$ cat src/rtl/uart_tx_fifo_if.sv
// uart_tx_fifo_if: byte write handshake into the UART transmit FIFO
//   tx_data_valid  master->slave  byte offered this cycle
//   tx_data        master->slave  byte value
//   tx_ready       slave->master  FIFO has room; byte taken when valid && ready
interface uart_tx_fifo_if;
  logic       tx_data_valid;
  logic [7:0] tx_data;
  logic       tx_ready;
  modport master (output tx_data_valid, tx_data, input tx_ready);
  modport slave  (input tx_data_valid, tx_data, output tx_ready);
endinterface

$ cat src/rtl/uart_tx_fifo.sv
// uart_tx_fifo: buffered 8N1 UART transmitter, back-to-back frames from a FIFO
//   clk_i     system clock, rising edge
//   rst       asynchronous active-high reset
//   bus       slave side of the byte write handshake
//   uart_tx   serial line, idles high
//   tx_busy   frame in progress or bytes queued
//   fifo_cnt  bytes queued, 0..DEPTH
//   Define UART_TX_PARITY_EN to append an even-parity bit before the stop bit.
module uart_tx_fifo #(
  parameter int CLK_PER   = 50_000_000,
  parameter int BAND_RATE = 9600,
  parameter int DEPTH     = 16,
  parameter int ADDR_W    = 4
) (
  input  logic              clk_i,
  input  logic              rst,
  uart_tx_fifo_if.slave     bus,
  output logic              uart_tx,
  output logic              tx_busy,
  output logic [ADDR_W:0]   fifo_cnt
);
  localparam int BAUD_DIV = CLK_PER / BAND_RATE;
  localparam int CNT_W = BAUD_DIV > 1 ? $clog2(BAUD_DIV) : 1;
  localparam logic [CNT_W-1:0] BAUD_LAST = CNT_W'(BAUD_DIV - 1);
`ifdef UART_TX_PARITY_EN
  typedef enum logic [2:0] {IDLE, START, DATA, PARITY, STOP} state_t;
`else
  typedef enum logic [2:0] {IDLE, START, DATA, STOP} state_t;
`endif
  state_t            state_q, state_d;
  logic [CNT_W-1:0]  baud_q, baud_d;
  logic [2:0]        idx_q, idx_d;
  logic [7:0]        shift_q, shift_d;
  logic              tx_q, tx_d;
  logic [ADDR_W-1:0] wr_ptr_q, wr_ptr_d, rd_ptr_q, rd_ptr_d;
  logic [ADDR_W:0]   cnt_q, cnt_d;
  logic [7:0]        mem_q [DEPTH];
  logic [7:0]        mem_d [DEPTH];
  logic              wr, pop, last;
`ifdef UART_TX_PARITY_EN
  logic              par_q, par_d;
`endif
  assign bus.tx_ready = cnt_q != (ADDR_W+1)'(DEPTH);
  assign wr = bus.tx_data_valid && bus.tx_ready;
  assign last = baud_q == BAUD_LAST;
  assign uart_tx = tx_q;
  assign tx_busy = state_q != IDLE || cnt_q != '0;
  assign fifo_cnt = cnt_q;
  always_comb begin
    mem_d = mem_q;
    if (wr) mem_d[wr_ptr_q] = bus.tx_data;
    wr_ptr_d = wr_ptr_q + ADDR_W'(wr);
    rd_ptr_d = rd_ptr_q + ADDR_W'(pop);
    cnt_d = cnt_q + (ADDR_W+1)'(wr) - (ADDR_W+1)'(pop);
  end
  always_comb begin
    state_d = state_q;
    idx_d = idx_q;
    shift_d = shift_q;
    pop = 1'b0;
    baud_d = (state_q == IDLE || last) ? '0 : baud_q + CNT_W'(1);
    case (state_q)
      IDLE: if (cnt_q != '0) begin
        pop = 1'b1;
        state_d = START;
      end
      START: if (last) begin
        state_d = DATA;
        idx_d = '0;
      end
      DATA: if (last) begin
        shift_d = shift_q >> 1;
        idx_d = idx_q + 3'd1;
`ifdef UART_TX_PARITY_EN
        if (idx_q == 3'd7) state_d = PARITY;
`else
        if (idx_q == 3'd7) state_d = STOP;
`endif
      end
`ifdef UART_TX_PARITY_EN
      PARITY: if (last) state_d = STOP;
`endif
      STOP: if (last) begin
        pop = cnt_q != '0;
        state_d = pop ? START : IDLE;
      end
      default: state_d = IDLE;
    endcase
    if (pop) shift_d = mem_q[rd_ptr_q];
`ifdef UART_TX_PARITY_EN
    par_d = pop ? ^mem_q[rd_ptr_q] : par_q;
    tx_d = state_d == START ? 1'b0 : state_d == DATA ? shift_d[0] : state_d == PARITY ? par_q : 1'b1;
`else
    tx_d = state_d == START ? 1'b0 : state_d == DATA ? shift_d[0] : 1'b1;
`endif
  end
  always_ff @(posedge clk_i or posedge rst) begin
    if (rst) begin
      state_q <= IDLE;
      baud_q <= '0;
      idx_q <= '0;
      shift_q <= '0;
      tx_q <= 1'b1;
      wr_ptr_q <= '0;
      rd_ptr_q <= '0;
      cnt_q <= '0;
`ifdef UART_TX_PARITY_EN
      par_q <= 1'b0;
`endif
    end else begin
      state_q <= state_d;
      baud_q <= baud_d;
      idx_q <= idx_d;
      shift_q <= shift_d;
      tx_q <= tx_d;
      wr_ptr_q <= wr_ptr_d;
      rd_ptr_q <= rd_ptr_d;
      cnt_q <= cnt_d;
`ifdef UART_TX_PARITY_EN
      par_q <= par_d;
`endif
    end
  end
  always_ff @(posedge clk_i) mem_q <= mem_d;
endmodule
$ cat src/flat_wrapper.sv
// flat-port wrapper written by rule: the top's interface ports become plain ports
module uart_tx_fifo_flat 
#(
  parameter int CLK_PER   = 50_000_000,
  parameter int BAND_RATE = 9600,
  parameter int DEPTH     = 16,
  parameter int ADDR_W    = 4
)
  (clk_i, rst, uart_tx, tx_busy, fifo_cnt, bus_tx_data_valid, bus_tx_data, bus_tx_ready);
  uart_tx_fifo_if bus_i ();
  input  logic clk_i;
  input  logic rst;
  output logic uart_tx;
  output logic tx_busy;
  output logic [ADDR_W:0] fifo_cnt;
  input wire logic [$bits(bus_i.tx_data_valid)-1:0] bus_tx_data_valid;
  input wire logic [$bits(bus_i.tx_data)-1:0] bus_tx_data;
  output wire logic [$bits(bus_i.tx_ready)-1:0] bus_tx_ready;
  assign bus_i.tx_data_valid = bus_tx_data_valid;
  assign bus_i.tx_data = bus_tx_data;
  assign bus_tx_ready = bus_i.tx_ready;
  uart_tx_fifo #(.CLK_PER(CLK_PER), .BAND_RATE(BAND_RATE), .DEPTH(DEPTH), .ADDR_W(ADDR_W)) u_core (.clk_i(clk_i), .rst(rst), .bus(bus_i), .uart_tx(uart_tx), .tx_busy(tx_busy), .fifo_cnt(fifo_cnt));
endmodule
$ cat config.mk
export PLATFORM = sky130hd
export DESIGN_NAME = uart_tx_fifo_flat
export DESIGN_NICKNAME = d
export VERILOG_FILES = /design/src/rtl/uart_tx_fifo_if.sv /design/src/rtl/uart_tx_fifo.sv /design/src/flat_wrapper.sv
export SDC_FILE = /design/constraint.sdc
export NUM_CORES = 1
export LEC_CHECK = 0
export ABC_CLOCK_PERIOD_IN_PS = 7000
export CAP_MARGIN = 30
export CELL_PAD_IN_SITES_DETAIL_PLACEMENT = 1
export CELL_PAD_IN_SITES_GLOBAL_PLACEMENT = 2
export CORE_AREA = 3 3 146 148
export DETAILED_ROUTE_END_ITERATION = 8
export DIE_AREA = 0 0 149 151
export HOLD_SLACK_MARGIN = 0.15
export PLACE_DENSITY_LB_ADDON = 0.1
export SYNTH_ARGS = -nofsm -noshare
export SYNTH_HDL_FRONTEND = slang
export SYNTH_SLANG_ARGS = --single-unit
$ cat constraint.sdc
create_clock -name clk_i -period 7 [get_ports clk_i]
set_input_delay 2.1 -clock clk_i [delete_from_list [all_inputs] [get_ports clk_i]]
set_output_delay 2.1 -clock clk_i [all_outputs]
set_load 0.02 [all_outputs]
==> impl_metrics.py, run 1 <==
metrics = {
    "synthesis": {
        "ys_top_cells_by_count": "edfxtp_1, nor2_1, dfrtp_1, mux4_2",
        "synthFlopType": "edfxtp_1",
        "synth-seq-cells": 169,
        "avgSynthCellArea_um2": 16.66,
        "syn_inst": 421,
        "ys_warn_count": 0,
        "yosys-top-cells-area": "edfxtp_1, dfrtp_1, mux4_2",
        "syn_area_um2": 7014,
        "yosysUniqueCellTypes": 49,
        "synth_nets": 444,
        "synth_edf_count": 128,
        "asyncSetResetFlopFracSynth": 0.2426,
        "yosysTopAreaCell": "edfxtp_1",
        "synth.most_common_cell": "edfxtp_1",
        "synth_top_area_share": 0.5480,
        "seq_area_frac_synth": 0.6944,
    },
    "detailed_routing": {
        "drc_errors": 0,
        "final_antenna_net_count": 0,
        "wl_per_cell_um": 21.28,
        "wl_um": 15530,
        "dr.pass1.iters": 4,
        "drt_iter0_drc": 252,
        "vias_per_cell": 5.032,
        "num_vias": 3673,
    },
    "global_route": {
        "grtUsageMet2": 0.2254,
        "top_usage_layer": "met2",
        "use_met3": 0.03441,
        "grt_pass1_vias": 3961,
        "grt_usage": 0.1484,
        "grtUsageMet1": 0.2159,
        "grt_max_degree": 42,
        "grt_antenna_before_repair": 0,
        "grt_overflow_total": 0,
        "grt_first_pass_wirelength_um": 24630,
    },
    "floorplan": {
        "start_util": 0.3478,
        "die_y_um": 151,
        "dieWidth_um": 149,
        "io_pins": 19,
        "rows": 52,
        "core-area_um2": 20170,
        "die_area_um2": 22500,
    },
    "clock_tree": {
        "cts.path.max_buffers": 2,
        "path_clk_slew_ns": 0.07,
        "cts_buffers": 17,
        "clk_latency_ns": 0.43,
        "hold_buffers": 0,
        "cts-resized-gates": 0,
        "cts-root-buf": "clkbuf_16",
        "h-tree-depth": 4,
        "cts_setup_buffers": 0,
        "cts_tree": "yes",
        "clock_sinks": 169,
    },
    "worst_setup_path": {
        "crit_type": "reg2out",
        "path_buf_inv": 2,
        "cp-start-kind": "flop",
        "cp-startpoint": "u_core.fifo_cnt[2]$_DFF_PP0_",
        "cp_top_family": "buffers and inverters",
        "crit_required_ns": 4.90,
        "crit_path_cell_trace": "inv_1 > ha_1 > nor4b_2 > nand2_1 > clkdlybuf4s50_1",
        "critPathArrivalTime_ns": 2.19,
        "reg2reg_from": "u_core.baud_q[0]$_DFF_PP0_",
        "setup.worst_path.end_class": "output pin",
        "worst_path_max_delay_cell": "clkdlybuf4s50_1",
        "cp_max_fo": 4,
        "critPathMaxStageDelay_ns": 0.56,
    },
    "placement": {
        "place.gp.congestion": 0.7099,
        "dp_hpwl_um": 9993,
        "portBuffers": 18,
        "post-place-cells": 694,
    },
    "finish": {
        "drive_gt1_frac": 0.1826,
        "diodes": 0,
        "nets": 470,
        "fin_cells": 730,
        "syn2layout_area_growth_pct": 15.55,
    },
    "worst_hold_path": {
        "hold_start": "u_core.baud_q[0]$_DFF_PP0_",
        "hold_path_class": "reg2reg",
    },
    "sta": {
        "max_freq_ghz": 0.2330,
        "final-max-slew-violation-count": 0,
        "rsz0062_at_grt": "no",
        "skew_ns": 0.009060,
        "fin_crit_ns": 4.292,
        "fin_setup_tns_ns": 0,
        "hold_viol": 0,
        "hold_slack_ns": 0.4612,
        "period_share": 0.6131,
        "max_slew_margin": 0.4445,
        "tightest_slew_ns": 0.8301,
        "setup_violations": 0,
    },
    "pwr": {
        "power.ir.vdd_worst_uv": 169.2,
        "leakage_nw": 2.869,
        "power_density_nw_per_um2": 391.6,
    },
    "job": {
        "drv_cap": 0,
    },
    "outcome": {
        "status": "completed",
    },
}
==> final timing paths <==
kind,end,slack [ns],cells after the start
max,tx_busy,2.71,5
min,u_core.baud_q[0]$_DFF_PP0_,0.46,1
max reg2reg,u_core.fifo_cnt[4]$_DFF_PP0_,4.09,14
min reg2reg,u_core.baud_q[0]$_DFF_PP0_,0.46,1
max in group asynchronous,u_core.uart_tx$_DFF_PP1_,4.65,3
min in group asynchronous,u_core.fifo_cnt[4]$_DFF_PP0_,1.86,2
==> cell type report <==
| type | instances | area [µm²] |
|---|---|---|
| clock buffers | 17 | 425.4 |
| clock inverters | 15 | 163.9 |
| fillers | 2019 | 12060 |
| inverters | 10 | 37.54 |
| multi-input cells | 223 | 2021 |
| flip-flops and latches | 169 | 4872 |
| well taps | 270 | 337.8 |
| repair buffers | 26 | 247.7 |
==> sequential cells by signal, summed over array words and instances (netlist names) <==
register         flops
u_core.baud_q       13
u_core.idx_q         3
u_core.rd_ptr_q      4
u_core.fifo_cnt      5
u_core.wr_ptr_q      4
u_core.uart_tx       1
u_core.shift_q       8
u_core.state_q       3
u_core.mem_q       128
==> layer usage <==
metal	up-vias	wire length, µm
met5	-	0
met4	0	144
met3	12	337
met2	40	7267
met1	1950	7785
li1	1671	-
==> per-stage QoR <==
step	cell area [µm²]	worst slack (ns)	power (mW)	util
after global routing	8105	2.551	3.359	0.4019
after floorplan	7014	3.212	1.975	-
after detailed placement	7478	2.449	2.268	0.3708
after global placement	7478	2.530	2.257	0.3708
after CTS	8068	2.657	3.232	0.4000
final	8105	2.708	3.174	0.4019
==> power by group <==
group          internal (mW)  total [mW]  switching [mW]  leakage (nW)
Clock                  0.534       0.951           0.417         0.284
Combinational          0.394       0.874           0.480         0.917
Sequential              1.24        1.35           0.105          1.67
Total                   2.17        3.17            1.00          2.87
==> logic make-up after synthesis <==
logic type	after synthesis	share of synthesized area
mux	44	0.1209
flops	169	0.6944
compound gates	35	0.03461
other cells	1	0.0005346
fa+ha+maj	12	0.02248
xor+xnor	20	0.02497
simple gates	111	0.08455
buf+inv	29	0.01748
==> worst register-to-register path, stage by stage (launching register included) <==
cell and delay (ns):
dfrtp_1 0.37, ha_1 0.23, and4b_1 0.32, and4_4 0.28, nand2_2 0.06, mux2_4 0.31, a221o_1 0.31, ha_1 0.21
inv_1 0.07, fa_1 0.20, inv_1 0.05, a21oi_1 0.13, nor2_1 0.05, nor2_1 0.12, xnor2_1 0.13
==> layout by cell type (no fill, tap or decap), types with 7 or more instances in the layout <==
cell | synthesis | layout
nand2_1 | 14 | 14
nor3_1 | 10 | 10
xnor2_1 | 13 | 13
ha_1 | 11 | 11
a21oi_1 | 11 | 11
inv_1 | 10 | 9
mux4_2 | 32 | 32
nor2_1 | 42 | 42
clkdlybuf4s50_1 | 0 | 18
xor2_1 | 7 | 7
mux2i_1 | 9 | 9
clkbuf_16 | 0 | 17
nand3_1 | 10 | 10
dfrtp_1 | 40 | 39
edfxtp_1 | 128 | 128
a22oi_1 | 14 | 14
Power figures use the tool's default switching activity.
==> run 2: changes to the inputs <==
--- a/config.mk
+++ b/config.mk
@@ -5,7 +5,7 @@
 export SDC_FILE = /design/constraint.sdc
 export NUM_CORES = 1
 export LEC_CHECK = 0
-export ABC_CLOCK_PERIOD_IN_PS = 7000
+export ABC_CLOCK_PERIOD_IN_PS = 3800
 export CAP_MARGIN = 30
 export CELL_PAD_IN_SITES_DETAIL_PLACEMENT = 1
 export CELL_PAD_IN_SITES_GLOBAL_PLACEMENT = 2
==> constraint.sdc (replaced) <==
create_clock -name clk_i -period 3.8 [get_ports clk_i]
set_input_delay 1.14 -clock clk_i [delete_from_list [all_inputs] [get_ports clk_i]]
set_output_delay 1.14 -clock clk_i [all_outputs]
set_load 0.02 [all_outputs]
==> run 2 against run 1 <==
Compared with the run above: clock skew is 0.0012 ns lower; first-iteration DRC count is 29% lower; non-clock buffer count is 6 higher; sequential power is 87% higher; total power is 83% higher; global-route usage is 0.34 points lower; clock power is 77% higher; register-to-register slack worse by 3.2 ns; hold slack hardly changed; sequential cell count stayed put; critical path type unchanged; largest cell class unchanged; largest power group unchanged; highest routed layer unchanged.
==> impl_metrics.py, run 2 (same netlist as run 1, synthesis figures left out) <==
metrics = {
    "finish": {
        "syn2layout_area_growth_pct": 15.95,
        "largest_reg_flops": 128,
        "diodes": 0,
        "drive_gt1_frac": 0.1953,
        "nets": 476,
        "regMostFlops": "u_core.mem_q",
        "top_regs": "u_core.mem_q: 128 flops, u_core.baud_q: 13 flops, u_core.shift_q: 8 flops",
        "final_common_cell": "edfxtp_1",
        "mostFrequentLayoutCells": "edfxtp_1, nor2_1, dfrtp_1",
    },
    "worst_hold_path": {
        "hold_start": "u_core.baud_q[0]$_DFF_PP0_",
        "hold_path_class": "reg2reg",
        "min_path_cells": 1,
        "whs_endpoint": "u_core.baud_q[0]$_DFF_PP0_",
    },
    "placement": {
        "place.gp.congestion": 0.7240,
        "portBuffers": 18,
        "dp_hpwl_um": 10120,
    },
    "clock_tree": {
        "cts_setup_buffers": 0,
        "cts-resized-gates": 0,
        "clk_latency_ns": 0.43,
        "cts_tree": "yes",
        "clock_sinks": 169,
        "hold_buffers": 0,
        "cts-root-buf": "clkbuf_16",
        "cts.path.max_buffers": 2,
        "h-tree-depth": 4,
        "cts_buffers": 17,
        "path_clk_slew_ns": 0.07,
    },
    "sta": {
        "max_freq_ghz": 0.2967,
        "fin_setup_tns_ns": 0,
        "rsz0062_at_grt": "no",
        "final-max-slew-violation-count": 0,
        "tightest_slew_ns": 0.7853,
        "fin_crit_ns": 3.371,
        "hold_viol": 0,
        "period_share": 0.8871,
        "skew_ns": 0.007889,
        "max_slew_margin": 0.4748,
        "setup_violations": 0,
    },
    "worst_setup_path": {
        "cp_max_fo": 4,
        "ff2ff_setup_slack_ns": 0.88,
        "critPathArrivalTime_ns": 2.23,
        "r2r_end": "u_core.fifo_cnt[4]$_DFF_PP0_",
        "setup.worst_path.end_class": "output pin",
        "cp-start-kind": "flop",
        "crit_path_cell_trace": "inv_1 > ha_1 > nor4b_2 > nand2_1 > clkdlybuf4s50_1",
        "reg2reg_from": "u_core.baud_q[0]$_DFF_PP0_",
        "crit_required_ns": 2.66,
        "reg2reg_depth": 14,
        "critPathMaxStageDelay_ns": 0.56,
        "crit_type": "reg2out",
        "worst_path_max_delay_cell": "clkdlybuf4s50_1",
    },
    "floorplan": {
        "io_pins": 19,
        "rows": 52,
        "dieWidth_um": 149,
        "die_area_um2": 22500,
        "die_y_um": 151,
        "core-area_um2": 20170,
        "start_util": 0.3478,
    },
    "pwr": {
        "power_density_nw_per_um2": 713.8,
        "leakage_nw": 2.895,
        "power.ir.vdd_worst_uv": 296.8,
        "fin_total_pwr_mw": 5.805,
    },
    "job": {
        "drv_cap": 0,
    },
    "global_route": {
        "grt_pass1_vias": 3955,
        "grt_usage": 0.1451,
        "grt_first_pass_wirelength_um": 23890,
        "grt_max_degree": 42,
        "grt_overflow_total": 0,
        "grt_antenna_before_repair": 0,
    },
    "detailed_routing": {
        "wl_um": 15370,
        "dr.pass1.iters": 4,
        "wl_per_cell_um": 20.89,
        "num_vias": 3655,
        "drt_iter0_drc": 178,
        "drc_errors": 0,
        "vias_per_cell": 4.966,
        "final_antenna_net_count": 0,
    },
    "outcome": {
        "status": "completed",
    },
}
[run 2: cell types whose count changed in the layout (fill, tap and decap cells not counted), sizes merged]
cell      change
buf           +7
bufinv        -1
clkinvlp      -1
clkinv        +1
[run 2: worst max path at each step]
stage                                       from                           to  slack [ns]  cells after the start
floorplan                      bus_tx_data_valid  u_core.mem_q[120]$_DFFE_PP_        0.97                      4
global placement               bus_tx_data_valid   u_core.mem_q[33]$_DFFE_PP_        0.69                      4
detailed placement             bus_tx_data_valid    u_core.mem_q[9]$_DFFE_PP_        0.62                      4
CTS                 u_core.fifo_cnt[2]$_DFF_PP0_                      tx_busy        0.39                      5
global route        u_core.fifo_cnt[2]$_DFF_PP0_                      tx_busy        0.28                      5
finish              u_core.fifo_cnt[2]$_DFF_PP0_                      tx_busy        0.43                      5
[run 2: final cells by class]
class | count | area (µm²)
clock buffers | 18 | 429.2
clock inverters | 14 | 137.6
fillers | 2016 | 12040
inverters | 10 | 37.54
multi-input cells | 223 | 2021
flip-flops and latches | 169 | 4872
well taps | 270 | 337.8
repair buffers | 32 | 297.8
[run 2: worst max-delay path: cells and delay by family (launching register included)]
family / cells / cell delay (ns)
adder cells (fa/ha/maj): 1 / 0.20
AND/OR/NAND/NOR: 2 / 0.55
flip-flops: 1 / 0.41
buffers and inverters: 2 / 0.65
[run 2: metal layers]
layer	GRT usage	share of wire	up-vias
met5	0	0	-
met4	0.05217	0.018	0
met3	0.03052	0.027	18
met2	0.2292	0.49	37
met1	0.1998	0.46	1914
li1	-	-	1686
[run 2: metrics by stage]
step | setup WS (ns) | hold slack, ns | std cells | area, µm² | util
3_5_place_dp | 0.6152 | 0.4530 | 703 | 7546 | 0.3741
3_3_place_gp | 0.6858 | 0.4383 | 703 | 7546 | 0.3741
6_report | 0.4291 | 0.4612 | 736 | 8133 | 0.4032
4_1_cts | 0.3872 | 0.4629 | 735 | 8113 | 0.4022
2_1_floorplan | 0.9721 | 0.4251 | 421 | 7014 | -
5_1_grt | 0.2828 | 0.4798 | 736 | 8133 | 0.4032
[run 2: power by group]
part,switching (mW),leakage (nW),total (mW),internal [mW]
clock,0.763,0.278,1.68,0.920
sequential,0.241,1.67,2.53,2.29
combinational,0.844,0.950,1.59,0.747
total,1.85,2.90,5.80,3.96
